**config.mk**
```make
export PLATFORM = sky130hd
export DESIGN_NAME = dw_ram_nr_nw_s_dff
export DESIGN_NICKNAME = d
export VERILOG_FILES = /design/src/rtl/dw_ram_nr_nw_s_dff.sv
export SDC_FILE = /design/constraint.sdc
export NUM_CORES = 1
export LEC_CHECK = 0
export ABC_AREA = 1
export BUFFER_PORTS_ARGS = -buffer_cell sky130_fd_sc_hd__buf_2
export CAP_MARGIN = 0
export CORE_UTILIZATION = 44
export DETAILED_ROUTE_END_ITERATION = 8
export GPL_TIMING_DRIVEN = 0
export HOLD_SLACK_MARGIN = 0.06
export MAX_ROUTING_LAYER = met4
export PLACE_DENSITY = 0.65
export SYNTH_ARGS = -nofsm -noshare
export SYNTH_HDL_FRONTEND = slang
export SYNTH_SLANG_ARGS = --single-unit
export TNS_END_PERCENT = 100
```
**constraint.sdc**
```tcl
create_clock -name clk -period 1.04 [get_ports clk]
set_input_delay 0.156 -clock clk [delete_from_list [all_inputs] [get_ports clk]]
set_output_delay 0.156 -clock clk [all_outputs]
set_load 0.005 [all_outputs]
```
**src/rtl/dw_ram_nr_nw_s_dff.sv**
```systemverilog
// dw_ram_nr_nw_s_dff: flip-flop register file with num_wr write ports and
// num_rd registered read ports. Highest-numbered write port wins on an address
// clash; out-of-range accesses are dropped (writes) or read back as zero.
// Optional build macro DW_RAM_NRNW_WRITE_BYPASS_EN: a read that hits a word
// being written on the same edge returns the new data instead of the old word.
module dw_ram_nr_nw_s_dff #(
  parameter int width      = 8,
  parameter int addr_width = 3,
  parameter int depth      = 8,
  parameter int num_wr     = 2,
  parameter int num_rd     = 2,
  parameter int rst_mode   = 0
) (
  input  logic                         clk,
  input  logic                         rst_n,
  input  logic [num_wr-1:0]            en_w_n,
  input  logic [num_wr*addr_width-1:0] addr_w,
  input  logic [num_wr*width-1:0]      data_w,
  input  logic [num_rd-1:0]            en_r_n,
  input  logic [num_rd*addr_width-1:0] addr_r,
  output logic [num_rd*width-1:0]      data_r,
  output logic [num_rd-1:0]            valid_r,
  output logic                         wr_collision,
  output logic                         addr_err
);

`ifdef DW_RAM_NRNW_WRITE_BYPASS_EN
  localparam bit bypass_en = 1'b1;
`else
  localparam bit bypass_en = 1'b0;
`endif

  // One extra bit so depth == 2**addr_width is representable.
  localparam logic [addr_width:0] depth_lim = (addr_width + 1)'(depth);

  logic [width-1:0]      mem_reg   [depth];
  logic [width-1:0]      mem_next  [depth];

  logic [addr_width-1:0] wr_addr   [num_wr];
  logic [width-1:0]      wr_data   [num_wr];
  logic [num_wr-1:0]     wr_ok;
  logic [num_wr-1:0]     wr_oor;

  logic [addr_width-1:0] rd_addr   [num_rd];
  logic [num_rd-1:0]     rd_ok;
  logic [num_rd-1:0]     rd_oor;
  logic [width-1:0]      rd_word   [num_rd];

  logic [width-1:0]      data_r_reg [num_rd];
  logic [num_rd-1:0]     valid_r_reg;
  logic                  wr_collision_reg;
  logic                  wr_collision_next;
  logic                  addr_err_reg;
  logic                  addr_err_next;

  genvar gi;

  // Unpack write ports and classify each as in-range or out-of-range.
  generate
    for (gi = 0; gi < num_wr; gi++) begin : g_wr
      assign wr_addr[gi] = addr_w[gi*addr_width +: addr_width];
      assign wr_data[gi] = data_w[gi*width +: width];
      assign wr_ok[gi]   = ~en_w_n[gi] & ({1'b0, wr_addr[gi]} <  depth_lim);
      assign wr_oor[gi]  = ~en_w_n[gi] & ({1'b0, wr_addr[gi]} >= depth_lim);
    end
  endgenerate

  // Unpack read ports and drive the packed outputs from the registers.
  generate
    for (gi = 0; gi < num_rd; gi++) begin : g_rd
      assign rd_addr[gi] = addr_r[gi*addr_width +: addr_width];
      assign rd_ok[gi]   = ~en_r_n[gi] & ({1'b0, rd_addr[gi]} <  depth_lim);
      assign rd_oor[gi]  = ~en_r_n[gi] & ({1'b0, rd_addr[gi]} >= depth_lim);
      assign data_r[gi*width +: width] = data_r_reg[gi];
    end
  endgenerate

  assign valid_r      = valid_r_reg;
  assign wr_collision = wr_collision_reg;
  assign addr_err     = addr_err_reg;

  // Next array contents: later ports overwrite earlier ones, so the
  // highest-numbered enabled port wins a shared address.
  always_comb begin
    for (int w = 0; w < depth; w++) begin
      mem_next[w] = mem_reg[w];
    end
    for (int k = 0; k < num_wr; k++) begin
      for (int w = 0; w < depth; w++) begin
        if (wr_ok[k] && (wr_addr[k] == addr_width'(w))) begin
          mem_next[w] = wr_data[k];
        end
      end
    end
  end

  // Flag any pair of enabled in-range writes that share an address.
  always_comb begin
    wr_collision_next = 1'b0;
    for (int j = 0; j < num_wr; j++) begin
      for (int k = j + 1; k < num_wr; k++) begin
        if (wr_ok[j] && wr_ok[k] && (wr_addr[j] == wr_addr[k])) begin
          wr_collision_next = 1'b1;
        end
      end
    end
  end

  // Read mux per port; out-of-range addresses fall through to zero.
  always_comb begin
    for (int r = 0; r < num_rd; r++) begin
      rd_word[r] = '0;
      for (int w = 0; w < depth; w++) begin
        if (rd_ok[r] && (rd_addr[r] == addr_width'(w))) begin
          rd_word[r] = bypass_en ? mem_next[w] : mem_reg[w];
        end
      end
    end
  end

  assign addr_err_next = (|wr_oor) | (|rd_oor);

  // Array and output registers; reset discards every access in that cycle.
  always_ff @(posedge clk) begin
    if (!rst_n) begin
      for (int r = 0; r < num_rd; r++) begin
        data_r_reg[r] <= '0;
      end
      valid_r_reg      <= '0;
      wr_collision_reg <= 1'b0;
      addr_err_reg     <= 1'b0;
      if (rst_mode == 0) begin
        for (int w = 0; w < depth; w++) begin
          mem_reg[w] <= '0;
        end
      end
    end else begin
      for (int w = 0; w < depth; w++) begin
        mem_reg[w] <= mem_next[w];
      end
      for (int r = 0; r < num_rd; r++) begin
        if (!en_r_n[r]) begin
          data_r_reg[r]  <= rd_word[r];
          valid_r_reg[r] <= 1'b1;
        end else begin
          valid_r_reg[r] <= 1'b0;
        end
      end
      wr_collision_reg <= wr_collision_next;
      addr_err_reg     <= addr_err_next;
    end
  end

endmodule

```
==> reports/qor.yml, run 1 <==
synthFlopType: "dfxtp_1"
yosys.area_share.simple: 0.263
synthTopCellsByCount: "nand2_1 (171), inv_1 (86), a21oi_1 (85), o21ai_1 (78), dfxtp_1 (67)"
synth_area_per_cell_um2: 6.60
grt_pass1_vias: 4748
synth_fa_ha_area_frac: 0
post_dp_cell_area_um2: 5210
netlist_instances: 723
ir_worst_vdd_uv: 634
ys_top_cells_by_area: "dfxtp_1 (28%), nand2_1 (13%), edfxtp_1 (10%), a21oi_1 (8.9%), o21ai_1 (8.2%)"
crit_chain: "nand3_4 -> nand3_4 -> nor2_4 -> nand4_1 -> nor2_2 -> nor2_1"
rsz0062_at_grt: "yes"
post-place-ws_ns: -0.551
pwr_density_cell_nw_per_um2: 1160
startpoint_type: "flip-flop"
maxCapViolations: 0
synth_top_area_cell: "dfxtp_1"
setup_viol: 14
drt_iter0_drc: 388
cp_common_cell: "nand3_4"
violations: "setup timing"
grt_antenna_before_repair: 0
yosysSeqAreaShare: 0.382
cp.arrival_ns: 1.29
syn-cell-area_um2: 4770
dp_hpwl_um: 12200
finalSetupTns_ns: -0.961
fin_skew_ns: 0.0112
synth_compound_area_frac: 0.245
wl_per_cell_um: 17.2
start_util: 0.458
overflow: 0
yosys.area_share.xor_xnor: 0.00184
largest_reg_flops: 64
ant_nets: 0
synth.distinct_cells: 26
antenna_cells: 0
async_flop_share: 0
grt_usage: 0.309
cts-htree-levels: 3
min_period_over_period: 1.12
endpoint_kind: "flip-flop"
layout-drive-gt1-share: 0.296
die-area_um2: 11300
io_pins: 54
worstSetupPathType: "reg2reg"
routed_via_density: 5.57
core-area_um2: 10400
fp.dieW_um: 106
num_rows: 37
routed_wirelength_um: 16300
cpMaxStageDelayCell: "dfxtp_4"
grt_start_max_net_pins: 15
power_leakage_nw: 2.74
yosysMostFrequentCell: "nand2_1"
clock_sinks: 83
slew_viol_final: 0
ys_seq_elements: 83
critPathRequiredTime_ns: 1.16
place.gp.congestion: 0.938
synth_top_family_by_area: "simple AND/OR/NAND/NOR gates"
clk_pin_slew_ns: 0.09
area_delta_synth_final_pct: 25.5
hold_violations: 0
fmax_mhz: 855
hold_slack_ns: 0.0816
status: "finished, violations left"
yosysWarnings: 0
synth_fp_nets: 757
worstSkewPairLatency_ns: 0.36
timing.final.crit_period_ns: 1.17
synth_edf_count: 16
final_cell_area_um2: 5990
drtPass1Iterations: 5
critical_path_peak_fanout: 3
clockBufferDepth: 2
die_h_um: 106
drc: 0
hp-class: "in2reg"
setup_ws_ns: -0.129
synthMuxAreaShare: 0
cts_tree: "done"
layout.nets: 841
synth_top_area_frac: 0.281
cts-root-buf: "clkbuf_8"
port_buffers: 51
cts_made_buffers: 9
max_stage_delay_ns: 0.37
num_vias: 5280
grt_pass1_wl_um: 25400
[cell type report]
type / count / area [um2]
flip-flops and latches: 83 / 1860
fillers: 1044 / 4430
clock inverters: 5 / 33.8
inverters: 100 / 383
repair buffers: 73 / 453
well taps: 136 / 170
plain buffers: 26 / 164
clock buffers: 11 / 153
multi-input cells: 514 / 2770
[metal layers]
metal / GRT usage / vias up / share of wire
met3: 0.0478 / 46 / 0.091
met4: 0.118 / 0 / 0.031
met5: - / - / 0
met2: 0.468 / 281 / 0.45
met1: 0.416 / 2398 / 0.43
li1: - / 2555 / -
[layout by cell type, fill, tap and decap left out, drive strengths merged, types with 3 or more instances in the layout]
cell	instances
a21oi	90
buf	86
clkbuf	21
dfxtp	67
dlygate4sd3	3
edfxtp	16
inv	101
nand2	172
nand3	29
nand4	17
nor2	73
o211ai	21
o21ai	107
[stage by stage]
step,std cells,utilization,power (mW)
3_3_place_gp,910,0.500,4.58
6_report,948,0.575,6.97
4_1_cts,934,0.545,6.90
5_1_grt,948,0.575,7.29
2_1_floorplan,723,-,4.20
3_5_place_dp,910,0.500,4.61
[logic make-up (layout without fill, tap and decap cells)]
logic type | Yosys count | after routing
XOR/XNOR | 1 | 1
AO/OA/AOI/OAI | 218 | 218
AND/OR/NAND/NOR | 294 | 294
buffers and inverters | 126 | 215
other | 1 | 1
flip-flops | 83 | 83
[final timing paths]
| kind | startpoint | end | slack [ns] | cells past startpoint |
|---|---|---|---|---|
| max | mem_reg[0][3]$_SDFFE_PN0P_ | data_r_reg[0][3]$_SDFFCE_PN0P_ | -0.13 | 6 |
| min | en_w_n[0] | wr_collision$_SDFF_PN0_ | 0.08 | 4 |
| max reg2reg | mem_reg[0][3]$_SDFFE_PN0P_ | data_r_reg[0][3]$_SDFFCE_PN0P_ | -0.13 | 6 |
| min reg2reg | mem_reg[0][24]$_SDFFE_PN0P_ | mem_reg[0][24]$_SDFFE_PN0P_ | 0.48 | 2 |
[critical path: cells and delay by family, from the launching register on]
family	cells	cell delay, ns
flip-flops	1	0.37
AND/OR/NAND/NOR	6	0.56
[what timing repair did]
| item | 4_1_cts | 5_1_grt |
|---|---|---|
| cloned | 0 | 1 |
| buffers inserted | 5 | 13 |
| endpoints found under the setup margin | 29 | 58 |
| hold buffers | 3 | 0 |
| resized for setup | 76 | 67 |
| endpoints found under the hold margin | 3 | 0 |
| pin swaps | 23 | 31 |
[power breakdown]
group	switching, mW	internal, mW
registers	0.143	3.44
logic	0.741	0.402
clock network	1.23	1.01
No activity file was read; power rests on OpenSTA's default activity.
==> inputs of run 2 (changes only) <==
--- a/config.mk
+++ b/config.mk
@@ -6,14 +6,15 @@
 export NUM_CORES = 1
 export LEC_CHECK = 0
 export ABC_AREA = 1
+export ABC_CLOCK_PERIOD_IN_PS = 1040
 export BUFFER_PORTS_ARGS = -buffer_cell sky130_fd_sc_hd__buf_2
 export CAP_MARGIN = 0
-export CORE_UTILIZATION = 44
+export CORE_UTILIZATION = 50
 export DETAILED_ROUTE_END_ITERATION = 8
 export GPL_TIMING_DRIVEN = 0
 export HOLD_SLACK_MARGIN = 0.06
 export MAX_ROUTING_LAYER = met4
-export PLACE_DENSITY = 0.65
+export PLACE_DENSITY = 0.73
 export SYNTH_ARGS = -nofsm -noshare
 export SYNTH_HDL_FRONTEND = slang
 export SYNTH_SLANG_ARGS = --single-unit
==> reports/qor.yml, run 2 (same netlist as run 1, synthesis figures left out) <==
status: "finished, violations left"  # unchanged
violations: "setup timing"  # unchanged
dp_hpwl_um: 11800  # was 12200 um
cts-htree-levels: 3  # unchanged
largest_reg_flops: 64  # unchanged
startpoint_type: "flip-flop"  # unchanged
grt_pass1_wl_um: 24800  # was 25400 um
routed_via_density: 5.64  # was 5.57
drtPass1Iterations: 5  # unchanged
worstRegToRegCells: 6  # unchanged
drt_iter0_drc: 467  # was 388
setup_ws_ns: -0.164  # was -0.129 ns
cts_made_buffers: 9  # unchanged
ir_worst_vdd_uv: 619  # was 634 uV
top_layer_used: "met4"  # unchanged
num_rows: 35  # was 37
post_dp_cell_area_um2: 5200  # was 5210 um2
grt_usage: 0.341  # was 0.309
fmax_mhz: 831  # was 855 MHz
start_util: 0.516  # was 0.458
hp-class: "in2reg"  # unchanged
overflow: 0  # unchanged
power_leakage_nw: 2.75  # was 2.74 nW
layout-drive-gt1-share: 0.308  # was 0.296
fin_util: 0.645  # was 0.575
timing.final.crit_period_ns: 1.20  # was 1.17 ns
crit_chain: "nand3_2 -> nand3_2 -> nor2_4 -> nand4_1 -> nor2_1 -> nor2_1"  # was nand3_4 -> nand3_4 -> nor2_4 -> nand4_1 -> nor2_2 -> nor2_1
fin_skew_ns: 0.0197  # was 0.0112 ns
power.total_mw: 7.09  # was 6.97 mW
clockBufferDepth: 2  # unchanged
grt_antenna_before_repair: 0  # unchanged
route.met3.wl_um: 1340  # was 1480 um
wl_per_cell_um: 17.3  # was 17.2 um
min_path_cells: 3  # was 4
cts-root-buf: "clkbuf_8"  # unchanged
antenna_cells: 0  # unchanged
grt_start_max_net_pins: 17  # was 15
min_period_over_period: 1.16  # was 1.12
port_buffers: 51  # unchanged
core-area_um2: 9240  # was 10400 um2
rsz0062_at_grt: "yes"  # unchanged
hold_violations: 0  # unchanged
grt_pass1_vias: 4688  # was 4748
pwr_density_cell_nw_per_um2: 1190  # was 1160 nW/um2
worstSetupPathType: "reg2reg"  # unchanged
area_delta_synth_final_pct: 25.0  # was 25.5%
io_pins: 54  # unchanged
wl_met2_um: 7310  # was 7280 um
wl_met1_um: 7070  # was 7060 um
drc: 0  # unchanged
clock_sinks: 83  # unchanged
clk_pin_slew_ns: 0.10  # was 0.09 ns
cp.arrival_ns: 1.34  # was 1.29 ns
cpMaxStageDelayCell: "dfxtp_4"  # unchanged
layout_commonest_cell: "nand2_1"  # unchanged
place.gp.congestion: 1.01  # was 0.938
critPathRequiredTime_ns: 1.18  # was 1.16 ns
die-area_um2: 9940  # was 11300 um2
routed_wirelength_um: 16200  # was 16300 um
max_stage_delay_ns: 0.39  # was 0.37 ns
final_cell_area_um2: 5960  # was 5990 um2
num_vias: 5260  # was 5280
layout.nets: 832  # was 841
filler_cell_count: 867  # was 1044
setup_viol: 21  # was 14
maxCapViolations: 0  # unchanged
post-place-ws_ns: -0.468  # was -0.551 ns
cts_tree: "done"  # unchanged
worstSkewPairLatency_ns: 0.37  # was 0.36 ns
fp.dieW_um: 99.7  # was 106 um
ant_nets: 0  # unchanged
die_h_um: 99.7  # was 106 um
final_cell_mix: "nand2_1 (140), inv_1 (85), a21oi_1 (84)"  # was nand2_1 (154), a21oi_1 (85), inv_1 (82)
endpoint_kind: "flip-flop"  # unchanged
slew_viol_final: 0  # unchanged
critical_path_peak_fanout: 3  # unchanged
==> run 2: cell count changes in the layout (fill, tap and decap cells not counted), sizes merged <==
cell	before	now
buf	86	81
clkbuf	21	17
clkinv	2	1
clkinvlp	2	1
dlygate4sd3	3	2
inv	101	104
==> run 2: cell type report <==
class / count / area, um2 / area share
clock inverter: 6 / 50.0 / 0.00839
buffer: 26 / 159 / 0.0266
inverter: 100 / 378 / 0.0634
multi-input combinational: 514 / 2830 / 0.474
sequential: 83 / 1870 / 0.314
tap: 129 / 161 / 0.0271
clock buffer: 10 / 149 / 0.0250
timing repair buffer: 64 / 365 / 0.0613
==> run 2: report_power, final <==
part	switching [mW]	internal [mW]
Clock	1.34	1.05
Combinational	0.737	0.380
Sequential	0.149	3.43
==> run 2: routing by layer <==
layer | vias to the layer above | track usage
met1 | 2409 | 0.463
met2 | 266 | 0.527
met3 | 37 | 0.0344
met4 | 0 | 0.124
met5 | - | -
li1 | 2548 | -
==> run 2: through the flow <==
stage	TNS [ns]	instances	hold slack [ns]
finish	-1.20	932	0.0693
global route	-2.64	932	0.0902
CTS	-1.00	925	0.0606
detailed placement	-31.52	903	0.400
global placement	-28.78	903	0.392
floorplan	-0.0733	723	0.239
==> run 2: path summary, 6_finish.rpt <==
kind                                                  start                              to  slack [ns]
worst max-delay path             mem_reg[0][3]$_SDFFE_PN0P_  data_r_reg[0][3]$_SDFFCE_PN0P_       -0.16
worst min-delay path                                  rst_n         wr_collision$_SDFF_PN0_        0.07
worst max register to register   mem_reg[0][3]$_SDFFE_PN0P_  data_r_reg[0][3]$_SDFFCE_PN0P_       -0.16
worst min register to register  mem_reg[0][31]$_SDFFE_PN0P_     mem_reg[0][31]$_SDFFE_PN0P_        0.48
==> run 2: worst max-delay path, delay by kind of cell (launching register included) <==
family | cells | cell delay (ns)
simple gates | 6 | 0.58
flops | 1 | 0.39
==> run 2: what timing repair did <==
action,4_1_cts,5_1_grt
pin swaps,21,47
gates resized for setup,61,100
endpoints found under the setup margin,28,67
hold buffers,2,0
hold endpoints to repair,2,0
cloned,0,0
setup buffers,4,7
